**config.mk**
```make
export PLATFORM = sky130hd
export DESIGN_NAME = oc_flash_ctrl
export DESIGN_NICKNAME = d
export VERILOG_FILES = /design/src/rtl/oc_flash_ctrl.sv
export SDC_FILE = /design/constraint.sdc
export NUM_CORES = 1
export LEC_CHECK = 0
export ABC_AREA = 1
export CORE_AREA = 4 4 130 132
export CTS_CLUSTER_DIAMETER = 50
export DETAILED_ROUTE_END_ITERATION = 8
export DIE_AREA = 0 0 134 136
export PLACE_DENSITY = 0.69
export RECOVER_POWER = 100
export SYNTH_ARGS = -nofsm -noshare
export SYNTH_HDL_FRONTEND = slang
export SYNTH_SLANG_ARGS = --single-unit
```
**constraint.sdc**
```tcl
create_clock -name clock -period 3.25 [get_ports clock]
set_input_delay 0.4875 -clock clock [delete_from_list [all_inputs] [get_ports clock]]
set_output_delay 0.4875 -clock clock [all_outputs]
set_load 0.005 [all_outputs]
```
**src/rtl/oc_flash_ctrl.sv**
```systemverilog
// oc_flash_ctrl
// Avalon-MM front end for the on-chip flash macro. Host reads go straight
// through to the flash data port. Each host write becomes a full program
// sequence: unprotect, program, poll status, reprotect. A sector-erase engine
// does the same with status polling, a timeout and error reporting.
//
// Ports
//   clock, reset_n            system clock, async active-low reset
//   avs_*                     host slave port (burst reads, single-beat writes)
//   erase_req, erase_sector   one-cycle erase request for sector 1..5
//   op_busy, op_done, op_err  sequence status; op_err is valid with op_done
//   flash_data_*              master port to the flash data interface
//   flash_csr_*               master port to the flash CSR (0=status, 1=control)
//
// state    | meaning
// ---------+---------------------------------------------------------------
// S_IDLE   | read pass-through; start a sequence once no read beats are owed
// S_UNLOCK | write CTRL_UNLOCK to the control register
// S_PROG   | hold flash_data_write until the flash accepts the word
// S_ERASE  | write CTRL_UNLOCK with the sector number in [22:20]
// S_POLL   | read status every 2 cycles until busy was seen and then cleared
// S_CHECK  | turn the captured ok bit into the error flag
// S_LOCK   | write CTRL_LOCK to restore full write protection
// S_DONE   | op_done pulse; releases a host write for one cycle
module oc_flash_ctrl #(
  parameter int          ADDR_W      = 16,
  parameter int          BURST_W     = 2,
  parameter logic [23:0] TIMEOUT_CYC = 24'd12000000,
  parameter logic [31:0] CTRL_LOCK   = 32'h0FFFFFFF,
  parameter logic [31:0] CTRL_UNLOCK = 32'h007FFFFF
) (
  input  logic               clock,
  input  logic               reset_n,
  input  logic [ADDR_W-1:0]  avs_addr,
  input  logic               avs_read,
  input  logic               avs_write,
  input  logic [31:0]        avs_writedata,
  input  logic [BURST_W-1:0] avs_burstcount,
  output logic [31:0]        avs_readdata,
  output logic               avs_readdatavalid,
  output logic               avs_waitrequest,
  input  logic               erase_req,
  input  logic [2:0]         erase_sector,
  output logic               op_busy,
  output logic               op_done,
  output logic               op_err,
  output logic [ADDR_W-1:0]  flash_data_addr,
  output logic               flash_data_read,
  output logic               flash_data_write,
  output logic [31:0]        flash_data_writedata,
  output logic [BURST_W-1:0] flash_data_burstcount,
  input  logic [31:0]        flash_data_readdata,
  input  logic               flash_data_waitrequest,
  input  logic               flash_data_readdatavalid,
  output logic               flash_csr_addr,
  output logic               flash_csr_read,
  output logic               flash_csr_write,
  output logic [31:0]        flash_csr_writedata,
  input  logic [31:0]        flash_csr_readdata
);

  localparam int OW = BURST_W + 2;

  typedef enum logic [2:0] {
    S_IDLE, S_UNLOCK, S_PROG, S_ERASE, S_POLL, S_CHECK, S_LOCK, S_DONE
  } state_t;

  state_t              state, state_nxt;
  logic                run_q;
  logic [OW-1:0]       outst;
  logic                erase_pend;
  logic [2:0]          sec_q;
  logic                is_wr;
  logic [ADDR_W-1:0]   addr_q;
  logic [31:0]         data_q;
  logic                poll_ph;
  logic                armed;
  logic [23:0]         tcnt;
  logic                ok_q;
  logic                err_q;

  logic                hold, idle_free, erase_go, write_go, sec_ok;
  logic [2:0]          go_sec;
  logic                rd_fire, st_busy, poll_eval, poll_fin, tmo;
  logic [OW-1:0]       add, sub;
  logic                unused_bits;

  assign unused_bits = &{1'b0, flash_csr_readdata[31:5], flash_csr_readdata[2]};

  // Any pending sequence request blocks new host reads in IDLE.
  assign hold      = avs_write | erase_req | erase_pend;
  assign idle_free = run_q && (state == S_IDLE) && (outst == '0);
  assign erase_go  = idle_free && (erase_req || erase_pend);
  assign write_go  = idle_free && avs_write && !(erase_req || erase_pend);
  assign go_sec    = erase_req ? erase_sector : sec_q;
  assign sec_ok    = (go_sec >= 3'd1) && (go_sec <= 3'd5);

  assign rd_fire   = flash_data_read && !flash_data_waitrequest;
  assign add       = !rd_fire ? '0 :
                     (avs_burstcount == '0) ? OW'(1) : OW'(avs_burstcount);
  assign sub       = (flash_data_readdatavalid && outst != '0) ? OW'(1) : '0;

  // Status is sampled on the odd poll phase, one cycle after the read.
  assign st_busy   = flash_csr_readdata[1:0] != 2'b00;
  assign poll_eval = (state == S_POLL) && poll_ph;
  assign poll_fin  = poll_eval && !st_busy && armed;
  assign tmo       = (state == S_POLL) && (tcnt == 24'd0);

  always_ff @(posedge clock or negedge reset_n) begin
    if (!reset_n) begin
      state      <= S_IDLE;
      run_q      <= 1'b0;
      outst      <= '0;
      erase_pend <= 1'b0;
      sec_q      <= 3'd0;
      is_wr      <= 1'b0;
      addr_q     <= '0;
      data_q     <= 32'd0;
      poll_ph    <= 1'b0;
      armed      <= 1'b0;
      tcnt       <= 24'd0;
      ok_q       <= 1'b0;
      err_q      <= 1'b0;
    end else begin
      state <= state_nxt;
      run_q <= 1'b1;
      outst <= outst + add - sub;

      if (erase_go) begin
        erase_pend <= 1'b0;
        sec_q      <= go_sec;
      end else if (erase_req && run_q && (state == S_IDLE || state == S_DONE)) begin
        erase_pend <= 1'b1;
        sec_q      <= erase_sector;
      end

      if (erase_go || write_go) begin
        is_wr <= write_go;
        err_q <= erase_go && !sec_ok;
      end
      if (write_go) begin
        addr_q <= avs_addr;
        data_q <= avs_writedata;
      end

      if (state != S_POLL && state_nxt == S_POLL) begin
        poll_ph <= 1'b0;
        armed   <= 1'b0;
        tcnt    <= TIMEOUT_CYC - 24'd1;
      end else if (state == S_POLL) begin
        poll_ph <= ~poll_ph;
        if (tcnt != 24'd0) tcnt <= tcnt - 24'd1;
        if (poll_eval && st_busy) armed <= 1'b1;
        if (poll_fin) ok_q <= is_wr ? flash_csr_readdata[3] : flash_csr_readdata[4];
        else if (tmo) err_q <= 1'b1;
      end

      if (state == S_CHECK) err_q <= !ok_q;
    end
  end

  always_comb begin
    state_nxt = state;
    case (state)
      S_IDLE: begin
        if (erase_go)      state_nxt = sec_ok ? S_UNLOCK : S_DONE;
        else if (write_go) state_nxt = S_UNLOCK;
      end
      S_UNLOCK: state_nxt = is_wr ? S_PROG : S_ERASE;
      S_PROG:   if (!flash_data_waitrequest) state_nxt = S_POLL;
      S_ERASE:  state_nxt = S_POLL;
      S_POLL: begin
        if (poll_fin) state_nxt = S_CHECK;
        else if (tmo) state_nxt = S_LOCK;
      end
      S_CHECK:  state_nxt = S_LOCK;
      S_LOCK:   state_nxt = S_DONE;
      S_DONE:   state_nxt = S_IDLE;
      default:  state_nxt = S_IDLE;
    endcase
  end

  always_comb begin
    avs_waitrequest       = 1'b1;
    avs_readdata          = 32'd0;
    avs_readdatavalid     = 1'b0;
    op_busy               = 1'b0;
    op_done               = 1'b0;
    op_err                = 1'b0;
    flash_data_addr       = '0;
    flash_data_read       = 1'b0;
    flash_data_write      = 1'b0;
    flash_data_writedata  = 32'd0;
    flash_data_burstcount = '0;
    flash_csr_addr        = 1'b0;
    flash_csr_read        = 1'b0;
    flash_csr_write       = 1'b0;
    flash_csr_writedata   = 32'd0;
    // run_q keeps every output at its reset value until the first clock
    // after reset release, including the combinational pass-through paths.
    if (run_q) begin
      avs_readdata      = flash_data_readdata;
      avs_readdatavalid = flash_data_readdatavalid;
      case (state)
        S_IDLE: begin
          flash_data_addr       = avs_addr;
          flash_data_burstcount = avs_burstcount;
          flash_data_read       = avs_read && !hold;
          avs_waitrequest       = hold ? 1'b1 : flash_data_waitrequest;
        end
        S_UNLOCK: begin
          op_busy             = 1'b1;
          flash_csr_write     = 1'b1;
          flash_csr_addr      = 1'b1;
          flash_csr_writedata = CTRL_UNLOCK;
        end
        S_PROG: begin
          op_busy               = 1'b1;
          flash_data_write      = 1'b1;
          flash_data_addr       = addr_q;
          flash_data_writedata  = data_q;
          flash_data_burstcount = BURST_W'(1);
        end
        S_ERASE: begin
          op_busy             = 1'b1;
          flash_csr_write     = 1'b1;
          flash_csr_addr      = 1'b1;
          flash_csr_writedata = (CTRL_UNLOCK & ~32'h0070_0000) | {9'd0, sec_q, 20'd0};
        end
        S_POLL: begin
          op_busy        = 1'b1;
          flash_csr_read = !poll_ph;
        end
        S_CHECK: op_busy = 1'b1;
        S_LOCK: begin
          op_busy             = 1'b1;
          flash_csr_write     = 1'b1;
          flash_csr_addr      = 1'b1;
          flash_csr_writedata = CTRL_LOCK;
        end
        S_DONE: begin
          op_done         = 1'b1;
          op_err          = err_q;
          // Only a program sequence owns the stalled host write; after an
          // erase the write stays stalled and starts from IDLE.
          avs_waitrequest = !is_wr;
        end
        default: ;
      endcase
    end
  end

endmodule

```
* After elaboration in Yosys (flattened, before gate mapping)
Index checks and enable logic that the tools add are counted.
** Storage, ports and cells
- Flip-flop bits (word level) :: 89
- Input bits :: 124
- Logic and storage cells :: 134
- Output and inout port bits :: 124
** Operators by class
- Bitwise operators :: 4
- Muxes and demuxes :: 58
- Add/sub/neg operators :: 3
- Eq/ne operators :: 9
- Magnitude comparators :: 2
- Reductions and logical operators :: 45
** Operators with widths (number)
- $mux W32 :: 3
- $pmux W28 S3 :: 1
- $mux W24 :: 3
- $mux W1 :: 33
- $pmux W16 S2 :: 1
- $mux W28 :: 1
- $mux W3 :: 9
- $logic_not A24 Y1 :: 1
- $pmux W3 S8 :: 1
- $reduce_bool A24 Y1 :: 1
- $sub A24 B1 Y24 const B :: 1
- $logic_and A1 B1 Y1 :: 18
- $mux W16 :: 1
- $eq A3 B3 Y1 const B :: 5
- $reduce_bool A2 Y1 :: 5
- $logic_not A1 Y1 :: 8
- $eq A3 B2 Y1 const B :: 2
- $mux W2 :: 3
- $reduce_or A6 Y1 :: 1
- $add A4 B2 Y4 :: 1
- $logic_not A4 Y1 :: 1
- $pmux W2 S2 :: 1
- $reduce_and A2 Y1 :: 2
- $reduce_bool A4 Y1 :: 1
- other kinds (13) :: 17

* Depth between registers and ports, before layout
Gate-level depths: netlist of the first run.
- Depth after elaboration :: 12
- Depth in mapped cells :: 12
- Mapped depth without buffers :: 11

* Least setup slack after synthesis of the first run
No wires, ideal clock.
- Path type :: input to register
- Start point :: input erase_req
- End point :: register outst[2]
- Path slack :: 0.830 ns
- Library setup time :: 0.123 ns
- Data required time :: 3.127 ns
- Data arrival time :: 2.297 ns
- Cell stages on the path :: 10
- Path buffers :: 0
- Path through :: nor2_1 -> nand2_1 -> nor4_1 -> o21ai_0 -> ha_1 -> inv_1 -> ha_1 -> inv_1 -> fa_1 -> xnor2_1
** On the way
- Word-level cells in the longest chain between the ends :: 10
** Ends and longest elaborated chain
- start, declared :: line 42 : input logic erase_req,
- $or A1 B1 Y1 (2 in a row) :: line 91 : assign hold = avs_write | erase_req | erase_pend;
- $logic_not A1 Y1 :: line 208 : flash_data_read = avs_read && !hold;
- $logic_and A1 B1 Y1 :: line 208
- $mux W1 :: line 204 : case (state)
- $mux W1 :: line 201 : if (run_q) begin
- $logic_and A1 B1 Y1 :: line 98 : assign rd_fire = flash_data_read && !flash_data_waitrequest;
- $mux W2 :: line 99 : assign add = !rd_fire ? '0 :
- $add A4 B2 Y4 :: line 127 : outst <= outst + add - sub;
- $sub A4 B1 Y4 :: line 127
- end signal, assigned :: line 127
- end, declared :: line 70 : logic [OW-1:0] outst;
No other way between the ends.
A chain may end at the register's enable or synchronous reset.

* Worst setup path in the final report of the first run
- Start point :: register state[2]
- End point :: output flash_data_write
** On the way
- Word-level cells in the longest chain between the ends :: 3
** Ends and longest elaborated chain
- start, declared :: line 68 : state_t state, state_nxt;
- start signal, assigned :: line 125 : state <= state_nxt;
- $eq A3 B2 Y1 :: line 204
- $mux W1 :: line 204
- $mux W1 :: line 201
- end, declared :: line 49 : output logic flash_data_write,
No other way between the ends.

==> impl_metrics.json, run 1 <==
{
  "status": "complete, but fails checks",
  "failed_checks": "max-capacitance violations, max-slew violations",
  "post-synth-top-count-cell": "nand2_1",
  "yosys_most_used_dff": "dfrtp_1",
  "route.vias.total": 5237,
  "globalRoute.totalOverflow": 0,
  "timing.final.hold_violations": 0,
  "worst_ep_required_time_ns": 2.76,
  "antenna_left": 0,
  "synth_simple_gate_area_share_pct": 25.5,
  "yosys.area.top_type_share_pct": 40.8,
  "detailed_place_hpwl_um": 12400,
  "cts_hold_buffers": 0,
  "ctsRootBufferMaster": "clkbuf_16",
  "start_util_pct": 34.8,
  "number_of_buffers_added_for_setup_after_cts": 0,
  "power.leakage_nw": 4.11,
  "synth_edf_count": 0,
  "die_area_um2": 18200,
  "wirelength_um": 16100,
  "seq_area_frac_synth_pct": 40.8,
  "tritoncts.num_buffers": 9,
  "crit_type": "register to primary output",
  "netlist.top_cell.by_area": "dfrtp_1",
  "whs_path_depth": 1,
  "cts.sinks": 89,
  "drt_iter0_drc": 209,
  "wl_per_cell_um": 14.3,
  "critical_path_arrival_ns": 2.46,
  "gp_routability_congestion": 0.916,
  "htree_depth": 3,
  "yosys.area_share.adder_pct": 2.20,
  "area_added_between_synthesis_and_finish_pct": 46.3,
  "max_slew_margin_pct": -69.1,
  "grt_max_degree": 50,
  "cp-end-kind": "primary output",
  "insertedDiodeCount": 0,
  "final_max_slew_viol_count": 47,
  "port_buffers": 215,
  "die_x_um": 134,
  "worstSkewPairLatency_ns": 0.34,
  "async_flop_share_pct": 100,
  "finalInstanceArea_um2": 7990,
  "p_per_cell_area_nw_per_um2": 523,
  "max_capacitance_violation_count": 1,
  "placementRows": 46,
  "drt_pre_antenna_iters": 4,
  "worstSetupStartpointType": "register",
  "design.core.area_um2": 15700,
  "crit_fanout": 17,
  "die_h_um": 136,
  "grt_pass1_vias": 5187,
  "syn-cell-area_um2": 5460,
  "synth.avg_cell_area_um2": 7.59,
  "setup_total_negative_slack_ns": 0,
  "tritoncts_clock_tree": "built",
  "synth_xor_area_share_pct": 1.12,
  "unrepaired_setup_endpoints_after_global_routing": "false",
  "grt_pass1_wl_um": 25400,
  "synth_top_family_by_area": "simple AND/OR/NAND/NOR gates",
  "grt_usage_pct": 17.4,
  "antenna_found_initial": 1,
  "placedInstanceArea_um2": 7690,
  "vdd_ir_drop_max_mv": 0.256,
  "fill_cells": 1523,
  "power_mw": 4.18,
  "ys_ff_latch": 89,
  "timing_worst_slew_pin_value_ns": 2.54,
  "post_layout_utilization_of_the_core_pct": 50.9,
  "drive_above_1_share_pct": 3.62,
  "top_cells_by_area_synth": "dfrtp_1, nand2_1, mux2_1",
  "synth_common_cells": "nand2_1, nor2_1, inv_1, dfrtp_1, mux2_1",
  "vias_per_cell": 4.64,
  "synth-compound-area-share_pct": 7.03,
  "reg2reg_depth": 6,
  "postCtsResizedCells": 0,
  "clk_path_buf_depth": 2,
  "synth.lib_cells_used.distinct": 38,
  "max_freq_mhz": 339,
  "min_clock_period_post_route_ns": 2.95,
  "final_setup_viols": 0,
  "period_utilization_pct": 90.7,
  "ys.warnings.count": 0,
  "synth_mux_area_share_pct": 10.3,
  "hold_path.class": "register to register",
  "cts.reportedPaths.clkPinSlew_ns": 0.06,
  "top_level_ports": 248,
  "clock-skew-final_ns": 0.00794,
  "finalNetCount": 1040,
  "remaining_drc_errors": 0,
  "syn_inst": 720
}
==> cells in the final DEF (no fill, tap or decap), types with 9 or more instances in the layout <==
cell type and instances:
mux2_1 48, a21oi_1 30, dfrtp_1 89, clkdlybuf4s50_1 97, nand2_1 186, nor2_1 98
clkbuf_16 9, o21ai_0 29, inv_1 94, nand3_1 34, dlygate4sd3_1 117
==> through the flow <==
step / hold slack [ns] / instances / setup slack (ns)
after global routing: 0.509 / 1128 / 0.0943
after global placement: 0.472 / 1112 / 0.427
after floorplan: 0.192 / 723 / 0.830
after detailed placement: 0.481 / 1112 / 0.384
final: 0.492 / 1128 / 0.304
after CTS: 0.181 / 1128 / 0.331
==> registers in the layout, indices dropped and copies added, names as in the netlist <==
signal	flops
data_q	32
outst	4
run_q	1
state	3
poll_ph	1
erase_pend	1
is_wr	1
addr_q	16
sec_q	3
ok_q	1
tcnt	24
armed	1
err_q	1
==> final cells by class <==
class | instances | area [um2] | share of cell area, %
multi-input cells | 481 | 2520 | 31.6
repair buffers | 229 | 2240 | 28.0
flip-flops and latches | 89 | 2230 | 27.9
inverters | 97 | 364 | 4.55
well taps | 216 | 270 | 3.38
clock buffers | 9 | 225 | 2.82
clock inverters | 7 | 143 | 1.78
==> logic make-up after synthesis <==
group	after synthesis
AO/OA/AOI/OAI	70
XOR/XNOR	7
adder cells (fa/ha/maj)	9
buffers and inverters	153
flip-flops	89
multiplexers	50
other	2
AND/OR/NAND/NOR	340
==> power by group <==
part	switching, mW	internal [mW]	leakage, nW
logic	0.855	0.675	2.79
clock network	0.449	0.831	0.180
registers	0.115	1.26	1.14
==> final timing paths <==
check                              endpoint       start  slack, ns
min in group asynchronous           tcnt[2]     reset_n       0.93
min                              data_q[17]  data_q[17]       0.49
min reg2reg                      data_q[17]  data_q[17]       0.49
max reg2reg                       data_q[6]    state[0]       0.56
max in group asynchronous        data_q[14]     reset_n       0.74
max                        flash_data_write    state[2]       0.30
==> layer usage <==
metal,share of wire (%),vias to the layer above,track usage [%]
li1,-,2604,-
met1,38,2419,19.2
met2,50,203,31.6
met3,12,11,6.92
met4,0.98,0,4.11
met5,0,-,0
==> worst max-delay path: stages, from the launching register on <==
cell and delay, ns:
dfrtp_1 0.50, nor2_1 0.21, nand2_1 0.44, nor2_1 0.33, dlygate4sd3_1 0.65
No activity file was read; power rests on OpenSTA's default activity.
==> inputs of run 2 (changes only) <==
- clock period: 3.25 -> 3.4 ns (I/O delays scaled with it)
==> run 2 against run 1 <==
  * The flow still finishes with violations (max-capacitance violations, max-slew violations)
  * Largest power group unchanged
  * Hold slack lost 0.0019 ns
  * Cell area fell by 0.44%
  * First-iteration DRC count down 23%
  * Core utilization fell by 0.22 points
  * Critical path depth grew 2
  * Highest routed layer unchanged
  * Non-clock buffer count fell by 2
==> impl_metrics.json, run 2 (synthesis gave the netlist of run 1 again) <==
{
  "status": "complete, but fails checks",
  "failed_checks": "max-capacitance violations, max-slew violations",
  "crit_type": "register to primary output",
  "final_max_slew_viol_count": 48,
  "start_util_pct": 34.8,
  "max_freq_mhz": 326,
  "max_capacitance_violation_count": 1,
  "htree_depth": 3,
  "die_x_um": 134,
  "largest_reg_flops": 32,
  "grt_pass1_wl_um": 25900,
  "route.vias.total": 5246,
  "ctsRootBufferMaster": "clkbuf_16",
  "seqPwrFrac_pct": 33.1,
  "timing.final.hold_violations": 0,
  "sw_power_mw": 1.34,
  "worstSkewPairLatency_ns": 0.34,
  "drt_iter0_drc": 160,
  "post-place-cells": 1110,
  "power.leakage_nw": 4.04,
  "setup_total_negative_slack_ns": 0,
  "critical_path_arrival_ns": 2.55,
  "wirelength_um": 16100,
  "tritoncts.num_buffers": 9,
  "grt_usage_pct": 17.7,
  "worstSetupStartpointType": "register",
  "grt_max_degree": 50,
  "routed_metal_1_wire_length_um": 6210,
  "crit_fanout": 48,
  "design.core.area_um2": 15700,
  "finalInstanceArea_um2": 7960,
  "antenna_found_initial": 1,
  "internal-power_mw": 2.63,
  "power_mw": 3.97,
  "max_slew_margin_pct": -71.3,
  "stdcell_count": 1127,
  "placedInstanceArea_um2": 7650,
  "clk_path_buf_depth": 2,
  "layout_setup_ws_ns": 0.335,
  "p_per_cell_area_nw_per_um2": 499,
  "gp_routability_congestion": 0.921,
  "postCtsResizedCells": 0,
  "net_switching_share_of_the_total_power_pct": 33.8,
  "layout.cells.most_common_list": "nand2_1, clkdlybuf4s50_1, dlygate4sd3_1, nor2_1, inv_1",
  "cts_hold_buffers": 0,
  "timing_worst_slew_pin_value_ns": 2.57,
  "worst_ep_required_time_ns": 2.89,
  "top_level_ports": 248,
  "wl_per_cell_um": 14.3,
  "vias_per_cell": 4.65,
  "grt_pass1_vias": 5129,
  "preCtsSetupSlack_ns": 0.357,
  "post_layout_utilization_of_the_core_pct": 50.7,
  "combinationalPowerShare_pct": 36.1,
  "antenna_left": 0,
  "port_buffers": 215,
  "number_of_buffers_added_for_setup_after_cts": 0,
  "final_setup_viols": 0,
  "drive_above_1_share_pct": 3.30,
  "dr_wl_met2_um": 7800,
  "globalRoute.totalOverflow": 0,
  "cp-end-kind": "primary output",
  "placementRows": 46,
  "unrepaired_setup_endpoints_after_global_routing": "false",
  "cts.sinks": 89,
  "tritoncts_clock_tree": "built",
  "hold_path.class": "register to register",
  "finalHoldWorstSlack_ns": 0.490,
  "final_common_cell": "nand2_1",
  "vdd_ir_drop_max_mv": 0.271,
  "cts.reportedPaths.clkPinSlew_ns": 0.07,
  "area_added_between_synthesis_and_finish_pct": 45.7,
  "die_area_um2": 18200,
  "met3_wirelength_um": 1900,
  "drt_pre_antenna_iters": 4,
  "detailed_place_hpwl_um": 12200,
  "remaining_drc_errors": 0,
  "leading_registers_by_flop_count": "data_q x32, tcnt x24, addr_q x16",
  "min_clock_period_post_route_ns": 3.06,
  "finalNetCount": 1038,
  "die_h_um": 136,
  "p_clk_share_pct": 30.8,
  "clock-skew-final_ns": 0.00703,
  "route.top_layer_used": "met4",
  "period_utilization_pct": 90.1,
  "max_flop_register": "data_q"
}
==> run 2: final timing paths <==
kind / startpoint / to / slack, ns / cells after the start
min in group asynchronous: reset_n / data_q[8] / 0.96 / 1
max reg2reg: state[1] / data_q[26] / 0.73 / 6
max in group asynchronous: reset_n / armed / 0.74 / 2
min: addr_q[10] / addr_q[10] / 0.49 / 1
min reg2reg: addr_q[10] / addr_q[10] / 0.49 / 1
max: state[1] / flash_data_addr[14] / 0.34 / 6
==> run 2: power groups by stage <==
stage / Clock (mW) / Sequential, mW / Combinational (mW)
2_1_floorplan: 0 / 1.30 / 1.01
5_1_grt: 1.30 / 1.34 / 1.62
3_3_place_gp: 0 / 1.33 / 1.53
6_report: 1.22 / 1.31 / 1.43
4_1_cts: 1.25 / 1.32 / 1.57
3_5_place_dp: 0 / 1.34 / 1.56
==> run 2: critical path, cell delays in order, from the launching register on <==
cell,delay (ns)
dfrtp_1,0.46
inv_2,0.11
nor3_1,0.26
buf_4,0.48
nand2_1,0.10
a21oi_1,0.14
dlygate4sd3_1,0.62
==> run 2: metal layers <==
| metal | global-route usage (%) | up-vias |
|---|---|---|
| li1 | - | 2604 |
| met1 | 19.8 | 2401 |
| met2 | 31.3 | 223 |
| met3 | 6.92 | 18 |
| met4 | 4.80 | 0 |
| met5 | 0 | - |
==> run 2: layout make-up <==
cell class | count | area [um2]
fillers | 1535 | 7750
clock buffers | 9 | 225
repair buffers | 227 | 2220
flip-flops and latches | 89 | 2230
clock inverters | 7 | 141
well taps | 216 | 270
diodes | 1 | 2.50
inverters | 97 | 364
multi-input cells | 481 | 2510
==> inputs of run 3 (changes only) <==
- PLACE_DENSITY: 0.69 -> 0.72
- clock period: 3.4 -> 2.5 ns (I/O delays scaled with it)
==> run 3 against run 2 <==
  * The flow now finishes without violations
  * Setup slack worse by 0.27 ns
  * Non-clock buffer count up 12
  * Core utilization up 1.6 points
  * Global-route usage up 0.24 points
  * Sequential share of layout area down 0.87 points
  * Cell area up 3.3%
  * Wire length up 4.3%
  * Power up 42%
  * Clock power up 24%
  * Sequential power up 36%
==> impl_metrics.json, run 3 (synthesis gave the netlist of run 1 again) <==
{
  "gp_routability_congestion": 0.879,
  "start_util_pct": 34.8,
  "remaining_drc_errors": 0,
  "critical_path_arrival_ns": 2.06,
  "grt_pass1_vias": 5433,
  "power.leakage_nw": 4.41,
  "post-place-cells": 1118,
  "placementRows": 46,
  "max_slew_margin_pct": 22.0,
  "finalHoldWorstSlack_ns": 0.492,
  "drive_above_1_share_pct": 8.46,
  "fill_cells": 1457,
  "cts.sinks": 89,
  "layout_setup_ws_ns": 0.0615,
  "timing_worst_slew_pin_value_ns": 1.17,
  "vdd_ir_drop_max_mv": 0.414,
  "max_capacitance_violation_count": 0,
  "tritoncts.num_buffers": 9,
  "post_layout_utilization_of_the_core_pct": 52.3,
  "wl_per_cell_um": 14.8,
  "largest_reg_flops": 32,
  "tritoncts_clock_tree": "built",
  "min_clock_period_post_route_ns": 2.44,
  "cp-end-kind": "primary output",
  "finalNetCount": 1050,
  "antenna_left": 0,
  "port_buffers": 215,
  "status": "complete, no violations",
  "layout.cells.most_common_list": "nand2_1, clkdlybuf4s50_1, nor2_1, inv_1, dfrtp_1",
  "worstSkewPairLatency_ns": 0.35,
  "area_added_between_synthesis_and_finish_pct": 50.4,
  "crit_type": "register to primary output",
  "crit_fanout": 11,
  "grt_pass1_wl_um": 26200,
  "drt_iter0_drc": 140,
  "grt_usage_pct": 17.9,
  "clock-skew-final_ns": 0.00395,
  "stdcell_count": 1138,
  "design.core.area_um2": 15700,
  "htree_depth": 3,
  "period_utilization_pct": 97.5,
  "ctsRootBufferMaster": "clkbuf_16",
  "insertedDiodeCount": 0,
  "p_per_cell_area_nw_per_um2": 686,
  "unrepaired_setup_endpoints_after_global_routing": "true",
  "max_freq_mhz": 410,
  "globalRoute.totalOverflow": 0,
  "grt_max_degree": 70,
  "final_setup_viols": 0,
  "timing.final.hold_violations": 0,
  "worstHoldStart": "data_q[6]",
  "final_common_cell": "nand2_1",
  "hold_path.class": "register to register",
  "die_area_um2": 18200,
  "worstSetupStartpointType": "register",
  "detailed_place_hpwl_um": 12600,
  "leading_registers_by_flop_count": "data_q x32, tcnt x24, addr_q x16",
  "vias_per_cell": 4.70,
  "crit-reg2reg-launch": "erase_pend",
  "max_flop_register": "data_q",
  "preCtsSetupSlack_ns": -0.461,
  "route.vias.total": 5343,
  "antenna_found_initial": 0,
  "worst_ep_required_time_ns": 2.12,
  "top_level_ports": 248,
  "cts.reportedPaths.clkPinSlew_ns": 0.07,
  "drt_pre_antenna_iters": 4,
  "setup.worst_path.start": "state[2]",
  "die_x_um": 134,
  "clk_path_buf_depth": 2,
  "register_area_um2": 2230,
  "multi_input_combinational_cell_area_um2": 2610,
  "die_h_um": 136,
  "final_max_slew_viol_count": 0,
  "setup_total_negative_slack_ns": 0,
  "wirelength_um": 16800
}
==> run 3: cell type report <==
cell class / count / area share (%)
clock buffer: 9 / 2.74
clock inverter: 7 / 1.25
inverter: 97 / 4.43
multi-input combinational: 481 / 31.7
sequential: 89 / 27.1
tap: 216 / 3.29
timing repair buffer: 239 / 29.5
==> run 3: worst max-delay path, stage by stage (launching register included) <==
cell             delay (ns)
dfrtp_2                0.45
buf_4                  0.17
nor2_2                 0.14
inv_2                  0.09
a21oi_4                0.20
buf_6                  0.16
clkdlybuf4s50_1        0.51
==> run 3: stage by stage <==
stage | cell area [um2] | power (mW)
floorplan | 5470 | 3.13
global placement | 7760 | 4.00
detailed placement | 7760 | 4.05
CTS | 8110 | 5.61
global route | 8220 | 5.99
finish | 8220 | 5.64
==> run 3: final timing paths <==
path	end	slack (ns)	depth (start not counted)
setup / recovery	flash_csr_addr	0.06	6
hold / removal	data_q[6]	0.49	1
setup reg to reg	outst[1]	0.23	10
hold reg to reg	data_q[6]	0.49	1
max in group asynchronous	state[2]	0.45	3
min in group asynchronous	data_q[0]	0.79	2
==> run 3: routing by layer <==
layer / vias to the layer above / track usage (%) / routed length [um] / share of wire (%)
met3: 22 / 6.29 / 1710 / 10
li1: 2623 / - / - / -
met2: 229 / 31.9 / 8120 / 48
met4: 0 / 7.03 / 385 / 2.3
met5: - / 0 / 0 / 0
met1: 2469 / 19.6 / 6600 / 39
==> run 3: where the power goes <==
group	total [mW]	switching [mW]	internal [mW]
combinational	2.35	1.25	1.10
clock	1.51	0.623	0.885
sequential	1.78	0.139	1.64
total	5.64	2.01	3.62
==> run 3: what timing repair did <==
item                                    4_1_cts  5_1_grt
resized for setup                            35       74
gates cloned                                  1        1
buffers inserted                              0        1
hold buffers                                  1        0
hold endpoints to repair                     20        0
endpoints found under the setup margin       56       59
pin swaps                                     1        2
